$ cat config.mk
export PLATFORM = sky130hd
export DESIGN_NAME = mmu_stream_ctrl_flat
export DESIGN_NICKNAME = d
export VERILOG_FILES = /design/src/rtl/mmu_stream_ctrl_pkg.sv /design/src/rtl/mmu_stream_ctrl_if.sv /design/src/rtl/mmu_stream_ctrl.sv /design/src/flat_wrapper.sv
export SDC_FILE = /design/constraint.sdc
export NUM_CORES = 1
export LEC_CHECK = 0
export ABC_AREA = 1
export CORE_ASPECT_RATIO = 1.4
export CORE_MARGIN = 2
export CORE_UTILIZATION = 52
export CTS_BUF_LIST = sky130_fd_sc_hd__clkbuf_8
export DETAILED_ROUTE_END_ITERATION = 10
export GPL_ROUTABILITY_DRIVEN = 0
export PLACE_DENSITY_LB_ADDON = 0.3
export SLEW_MARGIN = 5
export SYNTH_ARGS = -nofsm -noshare
export SYNTH_HDL_FRONTEND = slang
export SYNTH_SLANG_ARGS = --single-unit
$ cat constraint.sdc
create_clock -name clk -period 1.8 [get_ports clk]
set_input_delay 0.36 -clock clk [delete_from_list [all_inputs] [get_ports clk]]
set_output_delay 0.36 -clock clk [all_outputs]
set_load 0.01 [all_outputs]
$ cat src/rtl/mmu_stream_ctrl_pkg.sv
// Shared encodings and sizes for the mmu byte-stream controller.
package mmu_stream_ctrl_pkg;

    typedef enum logic [1:0] {
        StLoad  = 2'd0,
        StRun   = 2'd1,
        StWait  = 2'd2,
        StDrain = 2'd3
    } state_e;

    localparam int unsigned MMU_BYTES_IN   = 8;
    localparam int unsigned MMU_BYTES_OUT  = 4;
    localparam int unsigned MMU_RUN_CYCLES = 3;

endpackage

$ cat src/rtl/mmu_stream_ctrl_if.sv
// Byte-stream input and output handshakes of the mmu stream controller.
interface mmu_stream_ctrl_if;
    logic [7:0] in_data;
    logic       in_valid;
    logic       in_ready;
    logic [7:0] out_data;
    logic       out_valid;
    logic       out_ready;

    modport slave (
        input  in_data, in_valid, out_ready,
        output in_ready, out_data, out_valid
    );

    modport master (
        output in_data, in_valid, out_ready,
        input  in_ready, out_data, out_valid
    );
endinterface

$ cat src/rtl/mmu_stream_ctrl.sv
// Packs 8 operand bytes for the 2x2 int8 mmu, sequences start/done and
// streams the 4 result bytes back out.
module mmu_stream_ctrl
    import mmu_stream_ctrl_pkg::*;
#(
    parameter int unsigned DONE_TIMEOUT = 15
) (
    input  logic              clk,
    input  logic              rst,
    mmu_stream_ctrl_if.slave  s,
    output logic [31:0]       mmu_a,
    output logic [31:0]       mmu_b,
    output logic              mmu_start,
    input  logic [31:0]       mmu_c,
    input  logic              mmu_done,
    output logic              err
);

    state_e      state_q, state_d;
    logic [2:0]  idx_q, idx_d, idx_inc;
    logic [1:0]  run_cnt_q, run_cnt_d;
    logic [3:0]  wait_cnt_q, wait_cnt_d;
    logic [31:0] a_q, a_d, b_q, b_d, res_q, res_d;
    logic [7:0]  out_q, out_d;
    logic        start_q, start_d;
    logic        err_q, err_d;

    assign idx_inc = idx_q + 3'd1;

    always_ff @(posedge clk) begin
        if (rst) begin
            state_q    <= StLoad;
            idx_q      <= '0;
            run_cnt_q  <= '0;
            wait_cnt_q <= '0;
            a_q        <= '0;
            b_q        <= '0;
            res_q      <= '0;
            out_q      <= '0;
            start_q    <= 1'b0;
            err_q      <= 1'b0;
        end else begin
            state_q    <= state_d;
            idx_q      <= idx_d;
            run_cnt_q  <= run_cnt_d;
            wait_cnt_q <= wait_cnt_d;
            a_q        <= a_d;
            b_q        <= b_d;
            res_q      <= res_d;
            out_q      <= out_d;
            start_q    <= start_d;
            err_q      <= err_d;
        end
    end

    always_comb begin
        state_d    = state_q;
        idx_d      = idx_q;
        run_cnt_d  = run_cnt_q;
        wait_cnt_d = wait_cnt_q;
        a_d        = a_q;
        b_d        = b_q;
        res_d      = res_q;
        out_d      = out_q;
        start_d    = start_q;
        err_d      = 1'b0;
        unique case (state_q)
            StLoad: begin
                if (s.in_valid) begin
                    // idx bit 2 selects the B operand, bits 1:0 the byte lane
                    if (idx_q[2]) b_d[{idx_q[1:0], 3'b000} +: 8] = s.in_data;
                    else          a_d[{idx_q[1:0], 3'b000} +: 8] = s.in_data;
                    if (idx_q == 3'(MMU_BYTES_IN - 1)) begin
                        idx_d     = '0;
                        start_d   = 1'b1;
                        run_cnt_d = '0;
                        state_d   = StRun;
                    end else begin
                        idx_d = idx_inc;
                    end
                end
            end
            StRun: begin
                if (run_cnt_q == 2'(MMU_RUN_CYCLES - 1)) begin
                    start_d    = 1'b0;
                    wait_cnt_d = '0;
                    state_d    = StWait;
                end else begin
                    run_cnt_d = run_cnt_q + 2'd1;
                end
            end
            StWait: begin
                if (mmu_done) begin
                    res_d   = mmu_c;
                    out_d   = mmu_c[7:0];
                    state_d = StDrain;
                end else if (wait_cnt_q == 4'(DONE_TIMEOUT - 1)) begin
                    err_d   = 1'b1;
                    state_d = StLoad;
                end else begin
                    wait_cnt_d = wait_cnt_q + 4'd1;
                end
            end
            StDrain: begin
                if (s.out_ready) begin
                    if (idx_q == 3'(MMU_BYTES_OUT - 1)) begin
                        idx_d   = '0;
                        state_d = StLoad;
                    end else begin
                        idx_d = idx_inc;
                        out_d = res_q[{idx_inc[1:0], 3'b000} +: 8];
                    end
                end
            end
            default: state_d = StLoad;
        endcase
    end

    assign s.in_ready  = (state_q == StLoad);
    assign s.out_valid = (state_q == StDrain);
    assign s.out_data  = out_q;
    assign mmu_a       = a_q;
    assign mmu_b       = b_q;
    assign mmu_start   = start_q;
    assign err         = err_q;

endmodule

$ cat src/flat_wrapper.sv
// flat-port wrapper written by rule: the top's interface ports become plain ports
module mmu_stream_ctrl_flat import mmu_stream_ctrl_pkg::*;
#(
    parameter int unsigned DONE_TIMEOUT = 15
)
  (clk, rst, mmu_a, mmu_b, mmu_start, mmu_c, mmu_done, err, s_in_data, s_in_valid, s_out_ready, s_in_ready, s_out_data, s_out_valid);
  mmu_stream_ctrl_if s_i ();
  input  logic clk;
  input  logic rst;
  output logic [31:0] mmu_a;
  output logic [31:0] mmu_b;
  output logic mmu_start;
  input  logic [31:0] mmu_c;
  input  logic mmu_done;
  output logic err;
  input wire logic [$bits(s_i.in_data)-1:0] s_in_data;
  input wire logic [$bits(s_i.in_valid)-1:0] s_in_valid;
  input wire logic [$bits(s_i.out_ready)-1:0] s_out_ready;
  output wire logic [$bits(s_i.in_ready)-1:0] s_in_ready;
  output wire logic [$bits(s_i.out_data)-1:0] s_out_data;
  output wire logic [$bits(s_i.out_valid)-1:0] s_out_valid;
  assign s_i.in_data = s_in_data;
  assign s_i.in_valid = s_in_valid;
  assign s_i.out_ready = s_out_ready;
  assign s_in_ready = s_i.in_ready;
  assign s_out_data = s_i.out_data;
  assign s_out_valid = s_i.out_valid;
  mmu_stream_ctrl #(.DONE_TIMEOUT(DONE_TIMEOUT)) u_core (.clk(clk), .rst(rst), .s(s_i), .mmu_a(mmu_a), .mmu_b(mmu_b), .mmu_start(mmu_start), .mmu_c(mmu_c), .mmu_done(mmu_done), .err(err));
endmodule
# Word-level counts from Yosys, hierarchy flattened
# Index checks and enable logic that the tools add are counted.
dict set report op_classes {
  addsub 4
  mul 0
  n_div 0
  magnitude_cmp 0
  eq_ne 18
  n_shift 3
  n_mux 32
  bitwise_logic 2
  n_reduce_logical 15
}
# op count
set ops {}
lappend ops {{$bwmux W32} 2}
lappend ops {{$shift A8 B7 Y32 const A} 1}
lappend ops {{$shiftx A32 B6 Y8} 1}
lappend ops {{$shiftx A8 B7 Y32} 1}
lappend ops {{$mux W8} 3}
lappend ops {{$mux W2} 10}
lappend ops {{$pmux W8 S2} 1}
lappend ops {{$reduce_and A4 Y1} 4}
lappend ops {{$ne A2 B2 Y1 const B} 7}
lappend ops {{$mux W3} 4}
lappend ops {{$mux W4} 3}
lappend ops {{$reduce_and A3 Y1} 3}
lappend ops {{$pmux W2 S4} 1}
lappend ops {{$pmux W4 S2} 1}
lappend ops {{$reduce_bool A2 Y1} 4}
lappend ops {{$neg A5 Y7} 1}
lappend ops {{$eq A2 B2 Y1 const B} 3}
lappend ops {{$ne A2 B1 Y1 const B} 3}
lappend ops {{$pmux W3 S2} 1}
lappend ops {{$reduce_and A6 Y1} 1}
lappend ops {{$add A4 B1 Y4 const B} 1}
lappend ops {{$eq A4 B4 Y1 const B} 1}
lappend ops {{$mux W1} 4}
lappend ops {{$pmux W2 S2} 1}
lappend ops {{other kinds (11)} 12}
dict set report word_totals {
  reg_bits 117
  latchBits 0
  ramBits 0
  rom_bits 0
  input_bits 45
  out_inout_bits 76
  elab_cells 84
  mem_count 0
}

# Logic depth before layout (Yosys ltp)
dict set report logic_depth {
  ltp_word 5
  ltp_mapped 10
  ltp_nobuf 10
}

# Worst setup path before layout
# OpenSTA, ideal clock, no wires.
dict set report synth_path {
  path_kind {register -> register}
  from {register u_core.idx_q[0]}
  to {register u_core.a_q[29] (netlist: u_core.mmu_a[29])}
  setup_ns 0.070
  arrival_ns 1.574
  t_required_ns 1.730
  path_slack_ns 0.156
  stages_incl_launch_ff 9
  path_buffers 1
  synth_period_minus_slack_ns 1.644
  cell_sequence {dfxtp_1 > inv_1 > ha_1 > inv_1 > buf_2 > nand2_1 > nor2_1 > nand3_1 > a21oi_1}
}
dict set report synth_via {
  elab_chain_len 3
  elab_cells_between_ends 4
  classes_between {add/sub: 1; shift: 2; mux: 1}
}
# element line_no
set synth_lines {}
lappend synth_lines {{start: declaration} mmu_stream_ctrl.sv:20} ;# logic [2:0] idx_q, idx_d, idx_inc;
lappend synth_lines {{start signal: assignment} mmu_stream_ctrl.sv:44} ;# idx_q <= idx_d;
lappend synth_lines {{$neg A5 Y7 *} mmu_stream_ctrl.sv:72} ;# else a_d[{idx_q[1:0], 3'b000} +: 8] = s.in_data;
lappend synth_lines {{$shiftx A8 B7 Y32 or $shift A8 B7 Y32 (tied branches)} mmu_stream_ctrl.sv:72}
lappend synth_lines {{$bwmux W32 *} mmu_stream_ctrl.sv:72}
lappend synth_lines {{end signal: assignment} mmu_stream_ctrl.sv:36} ;# a_q <= '0;
lappend synth_lines {{end signal: assignment} mmu_stream_ctrl.sv:47} ;# a_q <= a_d;
lappend synth_lines {{end: declaration} mmu_stream_ctrl.sv:23} ;# logic [31:0] a_q, a_d, b_q, b_d, res_q, res_d;
# Every way passes the cells marked *; elsewhere a longest branch is shown, timed or not.
# A chain may end at the register's enable or synchronous reset.

# Worst setup path in the final report
dict set report layout_path {
  from {register u_core.a_q[5] (netlist: u_core.mmu_a[5])}
  to {output mmu_a[5]}
}
# element line_no
set layout_lines {}
lappend layout_lines {{end: declaration} flat_wrapper.sv:10} ;# output logic [31:0] mmu_a;
# No word-level cell between the ends.

==> flow_metrics.tcl <==
set metrics [dict create \
    reg2reg_slack_ns 0.13 \
    syn-cell-area_um2 5110 \
    peakVddDrop_mv 0.755 \
    die_h_um 121 \
    drc 0 \
    powerDensity_nw_per_um2 1220 \
    swShare_pct 35.0 \
    grt_max_degree 78 \
    clock_latency_ns 0.44 \
    tightest_slew_ns 0.359 \
    crit_required_ns 1.44 \
    cp.arrival_ns 1.36 \
    fmax_mhz 581 \
    cts_root_buf "clkbuf_8" \
    synth_cells 690 \
    clkTransAtPathRegs_ns 0.07 \
    clock_skew_ns 0.00988 \
    whs_ns 0.361 \
    grt_pass1_vias 4878 \
    hp-class "input port to flop" \
    synth_seq_area_share_pct 45.9 \
    drtPass1Iterations 6 \
    leakage_nw 2.60 \
    syn_avg_cell_area_um2 7.40 \
    post-route-period-util_pct 95.7 \
    cts.path.max_buffers 2 \
    p_comb_share_pct 33.1 \
    highest_layer "met4" \
    status "finished clean" \
    antenna_cells 0 \
    antenna_found_initial 0 \
    portBuffers 120 \
    tns_ns 0 \
    hold_viol_final 0 \
    cts_buffers 17 \
    wl_met2_mm 7.47 \
    crit_buf_inv 1 \
    grt_overflow 0 \
    via_count 5185 \
    fin_nets 873 \
    drive_gt1_share_pct 12.7 \
    p_sw_mw 3.01 \
    setup_viol 0 \
    drt-initial-drc-count 336 \
    preCtsSetupSlack_ns 0.000874 \
    fin_util_pct 74.1 \
    io_pins 121 \
    syn_to_final_growth_pct 38.0 \
    place_area_um2 6460 \
    crit_type "flop to primary output" \
    fillers 739 \
    initial_utilization_pct 53.7 \
    grt_pass1_wl_mm 22.2 \
    grtUsageTotal_pct 26.7 \
    p_seq_share_pct 34.8 \
    synth_warnings 0 \
    drt-total-wl_mm 14.3 \
    min_period_ns 1.72 \
    endpoint_kind "primary output" \
    layout_setup_ws_ns 0.0775 \
    rsz0062_at_grt "false" \
    crit_start "u_core.mmu_a[5]$_SDFFE_PP0P_" \
    core_area_um2 9510 \
    maxCapViolCount 0 \
    cts.htree.levels 4 \
    clock-sinks 117 \
    power.clock.fraction_pct 32.1 \
    wl_met1_mm 5.30 \
    ys_types 24 \
    final-max-slew-violation-count 0 \
    path_delay_family "buffers and inverters" \
    die_w_um 87.8 \
    syn_nets 747 \
    wl_per_cell_um 14.8 \
    intPower_mw 5.59 \
    crit_chain "clkdlybuf4s50_1" \
    worst_setup_path_start_kind "flop" \
    timing.rr.start "u_core.idx_q[0]$_SDFFE_PP0P_" \
    ys_seq_elements 117 \
    dieArea_um2 10600 \
    cts_tree "done" \
    num_rows 42 \
    max_slew_margin_pct 76.0 \
    crit_fanout 2 \
    slowest_stage "clkdlybuf4s50_1" \
    met3WireLength_um 897 \
    routed_via_density 5.40 \
    final_antenna_net_count 0 \
    hold_buffers 0 \
    dp_hpwl_mm 10.1 \
    final_area_um2 7050 \
    hp-start "rst" \
    max_stage_delay_ns 0.56 \
]
[repair_timing]
item / in CTS / in global routing
pin swaps: 0 / 2
gates resized for setup: 6 / 33
endpoints found under the hold margin: 0 / 0
setup buffers: 0 / 1
setup endpoints to repair: 7 / 58
[cell usage in the layout (no fill, tap or decap), types with 2 or more instances in the layout]
cell type	n
nand2_2	4
buf_4	24
clkinv_2	5
nor2_2	14
xor2_1	2
dfxtp_2	4
bufinv_16	5
dfxtp_1	113
o21ai_1	3
a21oi_1	125
nand4_1	3
ha_1	11
nor2_4	4
o21ai_0	51
dlygate4sd2_1	2
nand3_1	63
nand2_4	2
nor2_1	39
clkdlybuf4s50_1	117
inv_1	53
a21oi_2	3
clkbuf_8	20
inv_2	2
nand2_1	140
buf_12	3
nor3_2	7
[power by group through the flow]
stage          Clock (mW)  Combinational, mW  Sequential (mW)
2_1_floorplan           0               1.80             3.05
3_3_place_gp            0               2.55             3.02
3_5_place_dp            0               2.63             3.03
4_1_cts              2.78               2.66             2.98
5_1_grt              2.87               3.17             3.02
6_report             2.76               2.85             2.99
[synthesized netlist by cell type (all sizes together)]
library cell | n | share of area (%)
nand2 | 146 | 11
a21oi | 128 | 13
dfxtp | 117 | 46
nand3 | 65 | 6.4
nor2 | 58 | 5.0
o21ai | 55 | 5.6
inv | 54 | 4.0
buf | 24 | 3.5
clkbuf | 16 | 1.2
ha | 12 | 2.9
nor3 | 9 | 0.88
nand4 | 3 | 0.37
xor2 | 2 | 0.34
o21a | 1 | 0.15
[layer usage]
layer  up-vias  global-route usage [%]
met1      2367                    28.5
met5         -                       0
met3        48                    6.12
li1       2530                       -
met2       240                    47.5
met4         0                    14.6
[worst reg2reg max path, delay by kind of cell (launching register included)]
kind / cells / cell delay (ns)
AOI/OAI and AO/OA: 1 / 0.19
buffers and inverters: 2 / 0.24
and+or+nand+nor: 4 / 0.58
DFF: 1 / 0.36
adders and majority gates: 1 / 0.23
[metrics by stage]
| step | total power, mW | cells |
|---|---|---|
| 2_1_floorplan | 4.84 | 690 |
| 3_3_place_gp | 5.57 | 928 |
| 3_5_place_dp | 5.66 | 928 |
| 4_1_cts | 8.42 | 960 |
| 5_1_grt | 9.06 | 961 |
| 6_report | 8.61 | 961 |
[final timing paths]
kind | to | cells after the start
worst max-delay path | mmu_a[5] | 1
worst min-delay path | u_core.state_q[0]$_SDFFE_PP0P_ | 4
worst max register to register | u_core.mmu_b[25]$_SDFFE_PP0P_ | 8
worst min register to register | u_core.run_cnt_q[0]$_SDFFE_PP0P_ | 1
[sequential cells by signal (all words and copies together), names as in the netlist]
signal and count:
u_core.res_q 32, u_core.mmu_start 1, u_core.mmu_b 32, u_core.state_q 2, u_core.run_cnt_q 2, u_core.err 1, u_core.idx_q 3, u_core.mmu_a 32
u_core.wait_cnt_q 4, u_core.s.out_data 8
[cell families (layout without fill, tap and decap cells)]
kind of cell / Yosys count / in the layout / share of synthesized area (%)
adder cells (fa/ha/maj): 12 / 12 / 2.94
AND/OR/NAND/NOR: 281 / 281 / 23.7
flip-flops: 117 / 117 / 45.9
AO/OA/AOI/OAI: 184 / 184 / 18.5
XOR/XNOR: 2 / 2 / 0.343
buffers and inverters: 94 / 233 / 8.67
[final cells by class]
class	instances	area, µm²	share of cell area, %
Multi-Input combinational cell	479	2440	34.6
Sequential cell	117	2350	33.3
Timing Repair Buffer	147	1430	20.3
Clock buffer	20	275	3.90
Inverter	54	205	2.91
Clock inverter	12	183	2.59
Tap cell	132	165	2.34
Note: power is estimated with default switching activity, not from simulation.
